==> src/rtl/dive_pkg.sv <==
// rtl/dive_pkg.sv - shared encodings and FSM state type for the dive solver
//
// Holds the command encodings carried on in_cmd and the control FSM state
// enum used by dive_solver_aim.
package dive_pkg;

  localparam logic [1:0] CMD_FORWARD = 2'b00;
  localparam logic [1:0] CMD_UP      = 2'b01;
  localparam logic [1:0] CMD_DOWN    = 2'b10;
  localparam logic [1:0] CMD_FINISH  = 2'b11;

  typedef enum logic [1:0] {
    IDLE    = 2'd0,
    AIM_MUL = 2'd1,
    FIN_MUL = 2'd2,
    RESULT  = 2'd3
  } dive_state_t;

endpackage

==> src/rtl/dive_seq_mult.sv <==
// rtl/dive_seq_mult.sv - unsigned shift-add multiplier, one bit per cycle
//
// Ports:
//   clk, reset : clock, synchronous active-high reset
//   start      : load a and b (ignored while busy)
//   a, b       : WIDTH-bit unsigned operands
//   busy       : high for the WIDTH cycles following start
//   done       : one-cycle pulse on the last busy cycle, product valid
//   product    : 2*WIDTH-bit unsigned result
// Bit 0 of b is consumed on the load edge, bits 1..WIDTH-1 on the following
// edges, so done lands exactly WIDTH cycles after the start edge.
module dive_seq_mult #(
  parameter int WIDTH = 32
) (
  input  logic                 clk,
  input  logic                 reset,
  input  logic                 start,
  input  logic [WIDTH-1:0]     a,
  input  logic [WIDTH-1:0]     b,
  output logic                 busy,
  output logic                 done,
  output logic [2*WIDTH-1:0]   product
);

  localparam int CW = $clog2(WIDTH + 1);

  logic [2*WIDTH-1:0] acc;
  logic [2*WIDTH-1:0] mcand;
  logic [WIDTH-1:0]   mplier;
  logic [CW-1:0]      count;

  always_ff @(posedge clk) begin
    if (reset) begin
      busy   <= 1'b0;
      acc    <= '0;
      mcand  <= '0;
      mplier <= '0;
      count  <= '0;
    end else if (start && !busy) begin
      acc    <= b[0] ? {{WIDTH{1'b0}}, a} : '0;
      mcand  <= {{(WIDTH-1){1'b0}}, a, 1'b0};
      mplier <= b >> 1;
      count  <= CW'(1);
      busy   <= 1'b1;
    end else if (busy) begin
      if (count == CW'(WIDTH)) begin
        busy <= 1'b0;
      end else begin
        if (mplier[0]) acc <= acc + mcand;
        mcand  <= mcand << 1;
        mplier <= mplier >> 1;
        count  <= count + CW'(1);
      end
    end
  end

  assign done    = busy && (count == CW'(WIDTH));
  assign product = acc;

endmodule

==> src/rtl/dive_solver_aim.sv <==
// rtl/dive_solver_aim.sv - submarine-dive course solver with optional aim mode
//
// Ports:
//   clk, reset            : clock, synchronous active-high reset
//   in_valid/in_ready     : command stream handshake
//   in_cmd, in_value      : command (forward/up/down/finish) and operand
//   out_valid/out_ready   : result stream handshake
//   out_product           : horizontal * depth, 2*WIDTH unsigned
//   overflow              : sticky wrap flag
// Parameters: WIDTH (register width), MODE (0 = depth by up/down, 1 = aim).
// Build option: define DIVE_OVERFLOW_DETECT_EN to build wrap detection;
// otherwise overflow is tied low.
module dive_solver_aim
  import dive_pkg::*;
#(
  parameter int WIDTH = 32,
  parameter int MODE  = 1
) (
  input  logic                 clk,
  input  logic                 reset,
  input  logic                 in_valid,
  output logic                 in_ready,
  input  logic [1:0]           in_cmd,
  input  logic [WIDTH-1:0]     in_value,
  output logic                 out_valid,
  input  logic                 out_ready,
  output logic [2*WIDTH-1:0]   out_product,
  output logic                 overflow
);

  dive_state_t state, state_nxt;

  logic [WIDTH-1:0]   horiz, depth, aim;
  logic               xfer;
  logic               mult_start, mult_busy, mult_done;
  logic [WIDTH-1:0]   mult_a, mult_b;
  logic [2*WIDTH-1:0] mult_product;

  assign xfer = in_valid && in_ready;

  dive_seq_mult #(.WIDTH(WIDTH)) u_mult (
    .clk     (clk),
    .reset   (reset),
    .start   (mult_start),
    .a       (mult_a),
    .b       (mult_b),
    .busy    (mult_busy),
    .done    (mult_done),
    .product (mult_product)
  );

  always_ff @(posedge clk) begin
    if (reset) state <= IDLE;
    else       state <= state_nxt;
  end

  always_comb begin
    state_nxt = state;
    case (state)
      IDLE: begin
        if (xfer && in_cmd == CMD_FINISH)                    state_nxt = FIN_MUL;
        else if (xfer && in_cmd == CMD_FORWARD && MODE == 1) state_nxt = AIM_MUL;
      end
      AIM_MUL: if (mult_done) state_nxt = IDLE;
      FIN_MUL: if (mult_done) state_nxt = RESULT;
      RESULT:  if (out_ready) state_nxt = IDLE;
      default: state_nxt = IDLE;
    endcase
  end

  always_comb begin
    in_ready   = (state == IDLE) && !mult_busy;
    out_valid  = (state == RESULT);
    mult_start = 1'b0;
    mult_a     = '0;
    mult_b     = '0;
    if (xfer) begin
      if (in_cmd == CMD_FINISH) begin
        mult_start = 1'b1;
        mult_a     = horiz;
        mult_b     = depth;
      end else if (in_cmd == CMD_FORWARD && MODE == 1) begin
        mult_start = 1'b1;
        mult_a     = aim;
        mult_b     = in_value;
      end
    end
  end

  always_ff @(posedge clk) begin
    if (reset) begin
      horiz       <= '0;
      depth       <= '0;
      aim         <= '0;
      out_product <= '0;
    end else begin
      case (state)
        IDLE: begin
          if (xfer) begin
            case (in_cmd)
              CMD_FORWARD: horiz <= horiz + in_value;
              CMD_UP: begin
                if (MODE == 1) aim   <= aim - in_value;
                else           depth <= depth - in_value;
              end
              CMD_DOWN: begin
                if (MODE == 1) aim   <= aim + in_value;
                else           depth <= depth + in_value;
              end
              default: ;
            endcase
          end
        end
        AIM_MUL: if (mult_done) depth <= depth + mult_product[WIDTH-1:0];
        FIN_MUL: if (mult_done) out_product <= mult_product;
        RESULT: begin
          if (out_ready) begin
            horiz <= '0;
            depth <= '0;
            aim   <= '0;
          end
        end
        default: ;
      endcase
    end
  end

`ifdef DIVE_OVERFLOW_DETECT_EN
  logic ovf_q, ovf_evt;
  logic [WIDTH-1:0] aim_low_sum;

  assign aim_low_sum = depth + mult_product[WIDTH-1:0];

  // A modulo sum smaller than an addend means a carry out; a subtrahend
  // larger than the minuend means a borrow.
  always_comb begin
    ovf_evt = 1'b0;
    if (state == IDLE && xfer) begin
      case (in_cmd)
        CMD_FORWARD: ovf_evt = WIDTH'(horiz + in_value) < horiz;
        CMD_UP:      ovf_evt = (MODE == 1) ? (aim < in_value) : (depth < in_value);
        CMD_DOWN:    ovf_evt = (MODE == 1) ? (WIDTH'(aim + in_value) < aim)
                                           : (WIDTH'(depth + in_value) < depth);
        default:     ovf_evt = 1'b0;
      endcase
    end else if (state == AIM_MUL && mult_done) begin
      ovf_evt = (|mult_product[2*WIDTH-1:WIDTH]) || (aim_low_sum < depth);
    end
  end

  always_ff @(posedge clk) begin
    if (reset)                           ovf_q <= 1'b0;
    else if (state == RESULT && out_ready) ovf_q <= 1'b0;
    else if (ovf_evt)                    ovf_q <= 1'b1;
  end

  assign overflow = ovf_q;
`else
  assign overflow = 1'b0;
`endif

endmodule

==> config.mk <==
export PLATFORM = sky130hd
export DESIGN_NAME = dive_solver_aim
export DESIGN_NICKNAME = d
export VERILOG_FILES = /design/src/rtl/dive_pkg.sv /design/src/rtl/dive_seq_mult.sv /design/src/rtl/dive_solver_aim.sv
export SDC_FILE = /design/constraint.sdc
export NUM_CORES = 1
export LEC_CHECK = 0
export BUFFER_PORTS_ARGS = -buffer_cell sky130_fd_sc_hd__buf_2
export CORE_MARGIN = 2
export CORE_UTILIZATION = 63
export DETAILED_ROUTE_END_ITERATION = 10
export GPL_TIMING_DRIVEN = 0
export PLACE_DENSITY = 0.82
export SYNTH_ARGS = -nofsm -noshare
export SYNTH_HDL_FRONTEND = slang
export SYNTH_SLANG_ARGS = --single-unit
==> constraint.sdc <==
create_clock -name clk -period 4.26 [get_ports clk]
set_input_delay 0.213 -clock clk [delete_from_list [all_inputs] [get_ports clk]]
set_output_delay 0.213 -clock clk [all_outputs]
set_load 0.02 [all_outputs]
==> impl_metrics.env <==
export IMPL_nets=3089
export IMPL_cts_setup_buffers=0
export IMPL_clock_root_buffer="clkbuf_16"
export IMPL_antenna_found_initial=0
export IMPL_endpoint="aim[29]"
export IMPL_grtUsageTotal_pct=38.27
export IMPL_grt_max_degree=14
export IMPL_gp_congestion=1.020
export IMPL_multiInputGateArea_um2=14040
export IMPL_syn2layout_area_growth_pct=10.76
export IMPL_path_max_fanout=5
export IMPL_diodes=0
export IMPL_tightest_slew_ns=1.416
export IMPL_ys_flop_type="dfxtp_1"
export IMPL_reg2reg_to="depth[31]"
export IMPL_crit_arrival_ns=4.45
export IMPL_utilization_pct=70.70
export IMPL_synth_cell_type_count=89
export IMPL_insertion_delay_ns=0.56
export IMPL_hold_viol=0
export IMPL_required_ns=4.69
export IMPL_routedWlPerCell_um=20.92
export IMPL_cts_sinks=327
export IMPL_die_area_um2=35380
export IMPL_cp_depth=15
export IMPL_rsz0062_at_grt="no"
export IMPL_dp_hpwl_um=53830
export IMPL_slew_headroom_pct=3.134
export IMPL_timing_final_max_slew_violations=0
export IMPL_synth_edff_count=0
export IMPL_clk_path_buf_depth=3
export IMPL_p_per_area_nw_per_um2=328.9
export IMPL_hold_class="in2reg"
export IMPL_coreArea_um2=33450
export IMPL_cp_common_cell="nor2_1"
export IMPL_total_power_mw=7.778
export IMPL_via_per_inst=6.478
export IMPL_reg2reg_depth=11
export IMPL_leakage_nw=9.924
export IMPL_yosysMostFrequentCell="nand2_1"
export IMPL_yosysTopAreaCellShare_pct=30.66
export IMPL_grt_pass1_wl_um=107700
export IMPL_first_global_vias=20672
export IMPL_crit_buf_inv=1
export IMPL_setup_tns_ns=0
export IMPL_synth_common_cells="nand2_1 (446), dfxtp_1 (327), a21oi_1 (305)"
export IMPL_grt_overflow_total=0
export IMPL_synth_seq_cells=327
export IMPL_async_reset_ff_share_pct=0
export IMPL_period_share_pct=94.50
export IMPL_cts_resized=3
export IMPL_port_buffers=102
export IMPL_vias=21687
export IMPL_regArea_um2=6546
export IMPL_finalSetupViolCount=0
export IMPL_start_util_pct=63.83
export IMPL_critical_path_max_stage_delay_ns=0.55
export IMPL_fmax_mhz=248.4
export IMPL_cts_htree_levels=2
export IMPL_fill_cells=2718
export IMPL_clock_skew_ns=0.01657
export IMPL_r2r_start="u_mult.product[3]"
export IMPL_io_pins=105
export IMPL_synth_cell_area_um2=21350
export IMPL_critPathLaunchType="input pin"
export IMPL_cp_slowest_cell="or4_1"
export IMPL_crit_path_end_kind="register"
export IMPL_rows=67
export IMPL_yosysWarnings=0
export IMPL_vdd_drop_max_mv=0.3188
export IMPL_synth_avg_cell_area_um2=7.798
export IMPL_drtIter0Drc=2051
export IMPL_crit_start="in_value[2]"
export IMPL_status="completed"
export IMPL_worstSetupPathType="in2reg"
export IMPL_synthTopCellsByArea="dfxtp_1 (31%), ha_1 (9.8%), nand2_1 (7.8%), a21oi_1 (7.1%), nor2_1 (4.4%)"
export IMPL_synth_seq_area_share_pct=30.66
export IMPL_cts_buffers=37
export IMPL_synthCells=2738
export IMPL_first_pass_iters=6
export IMPL_hold_buffers=0
export IMPL_clkTransAtPathRegs_ns=0.06
export IMPL_postRouteAntennaNets=0
export IMPL_timing_final_crit_period_ns=4.026
export IMPL_remaining_drc_errors=0
export IMPL_critPathTopFamily="simple AND/OR/NAND/NOR gates"
export IMPL_maxCapViolCount=0
export IMPL_cp_cell_sequence="buf_2 -> nor2_1 -> nand3_1 -> nor4_2 -> a21oi_1 -> xor2_1 -> ha_1 -> o21a_1 -> nor2_1 -> or4_1 -> o32ai_1 -> o221ai_1 -> or2_2 -> a211oi_1 -> o21ai_0"
export IMPL_chipWidth_um=188.1
export IMPL_cts_tree="built"
export IMPL_routed_wl_um=70030
export IMPL_yosysTopAreaCell="dfxtp_1"
export IMPL_final_layout_size_suffix_gt1_share_pct=6.793
export IMPL_syn_nets=2948
export IMPL_die_h_um=188.1
export IMPL_ff2ff_setup_slack_ns=0.34
[metrics by stage]
stage / instance area [um^2] / hold slack (ns) / setup WS [ns] / cells
3_3_place_gp: 22420 / 0.4384 / -0.6798 / 3288
2_1_floorplan: 21350 / 0.4453 / 0.6208 / 2738
6_report: 23650 / 0.1496 / 0.2341 / 3348
4_1_cts: 23630 / 0.1251 / 0.0005440 / 3348
3_5_place_dp: 22420 / 0.4430 / -0.7725 / 3288
5_1_grt: 23650 / 0.1817 / 0.05065 / 3348
[layer usage]
metal	vias to the layer above	wire length, um	share of wire (%)	GRT usage [%]
li1	10223	-	-	-
met1	10119	26820	38	45.05
met2	1047	32720	47	64.65
met3	298	5732	8.2	5.914
met4	0	4762	6.8	25.29
met5	-	0	0	0
[layout by cell type (no fill, tap or decap), types with 27 or more instances in the layout]
cell type and instances:
a21o_1 91, a21oi_1 305, a221oi_1 35, a22o_1 64
a22oi_1 69, a311oi_1 37, and3_1 29, buf_2 105
clkbuf_1 146, clkbuf_16 39, dfxtp_1 327, ha_1 168
inv_1 46, nand2_1 446, nand3_1 41, nand4_1 27
nor2_1 250, nor3_1 33, o21ai_0 119, xnor2_1 87
xor2_1 85
[state kept, by name (all words and copies together) (netlist names), 6 cells and up]
name,count
out_product,64
u_mult.product,64
u_mult.mcand,63
aim,32
depth,32
horiz,32
u_mult.mplier,31
u_mult.count,6
[worst min-delay path: stages]
cell,delay (ns)
buf_2,0.17
ha_1,0.15
a22oi_1,0.07
nor2_1,0.07
[cell type report]
type	instances	area share, %
sequential	327	27.68
multi-input combinational	2206	59.38
clock buffer	50	4.513
tap	448	2.370
timing repair buffer	102	2.159
buffer	159	2.603
clock inverter	10	0.5661
inverter	46	0.7302
[kinds of logic (layout without fill, tap and decap cells)]
kind of cell	Yosys count	after routing	share of synthesized area [%]
AOI/OAI and AO/OA	920	920	29.06
xor gates and xnor gates	172	172	7.056
adders and majority gates	172	172	10.22
buffers and inverters	205	367	3.680
DFF	327	327	30.66
muxes	4	4	0.2168
other	1	1	0.01756
and+or+nand+nor	937	937	19.09
[worst min path at each step]
stage                                   from                 to  slack [ns]  depth (start not counted)
after floorplan           u_mult.product[63]    out_product[63]        0.45                          2
after global placement       out_product[50]    out_product[50]        0.44                          2
after detailed placement      out_product[5]     out_product[5]        0.44                          2
after CTS                       in_value[31]  u_mult.mplier[30]        0.13                          5
after global routing             in_value[0]             aim[0]        0.18                          4
final                            in_value[0]             aim[0]        0.15                          4
[report_power, final]
part / internal, mW / leakage, nW / switching, mW / total [mW]
clock: 1.93 / 0.587 / 1.32 / 3.25
sequential: 3.15 / 2.65 / 0.103 / 3.26
combinational: 0.433 / 6.69 / 0.840 / 1.27
Note: power is estimated with default switching activity, not from simulation.
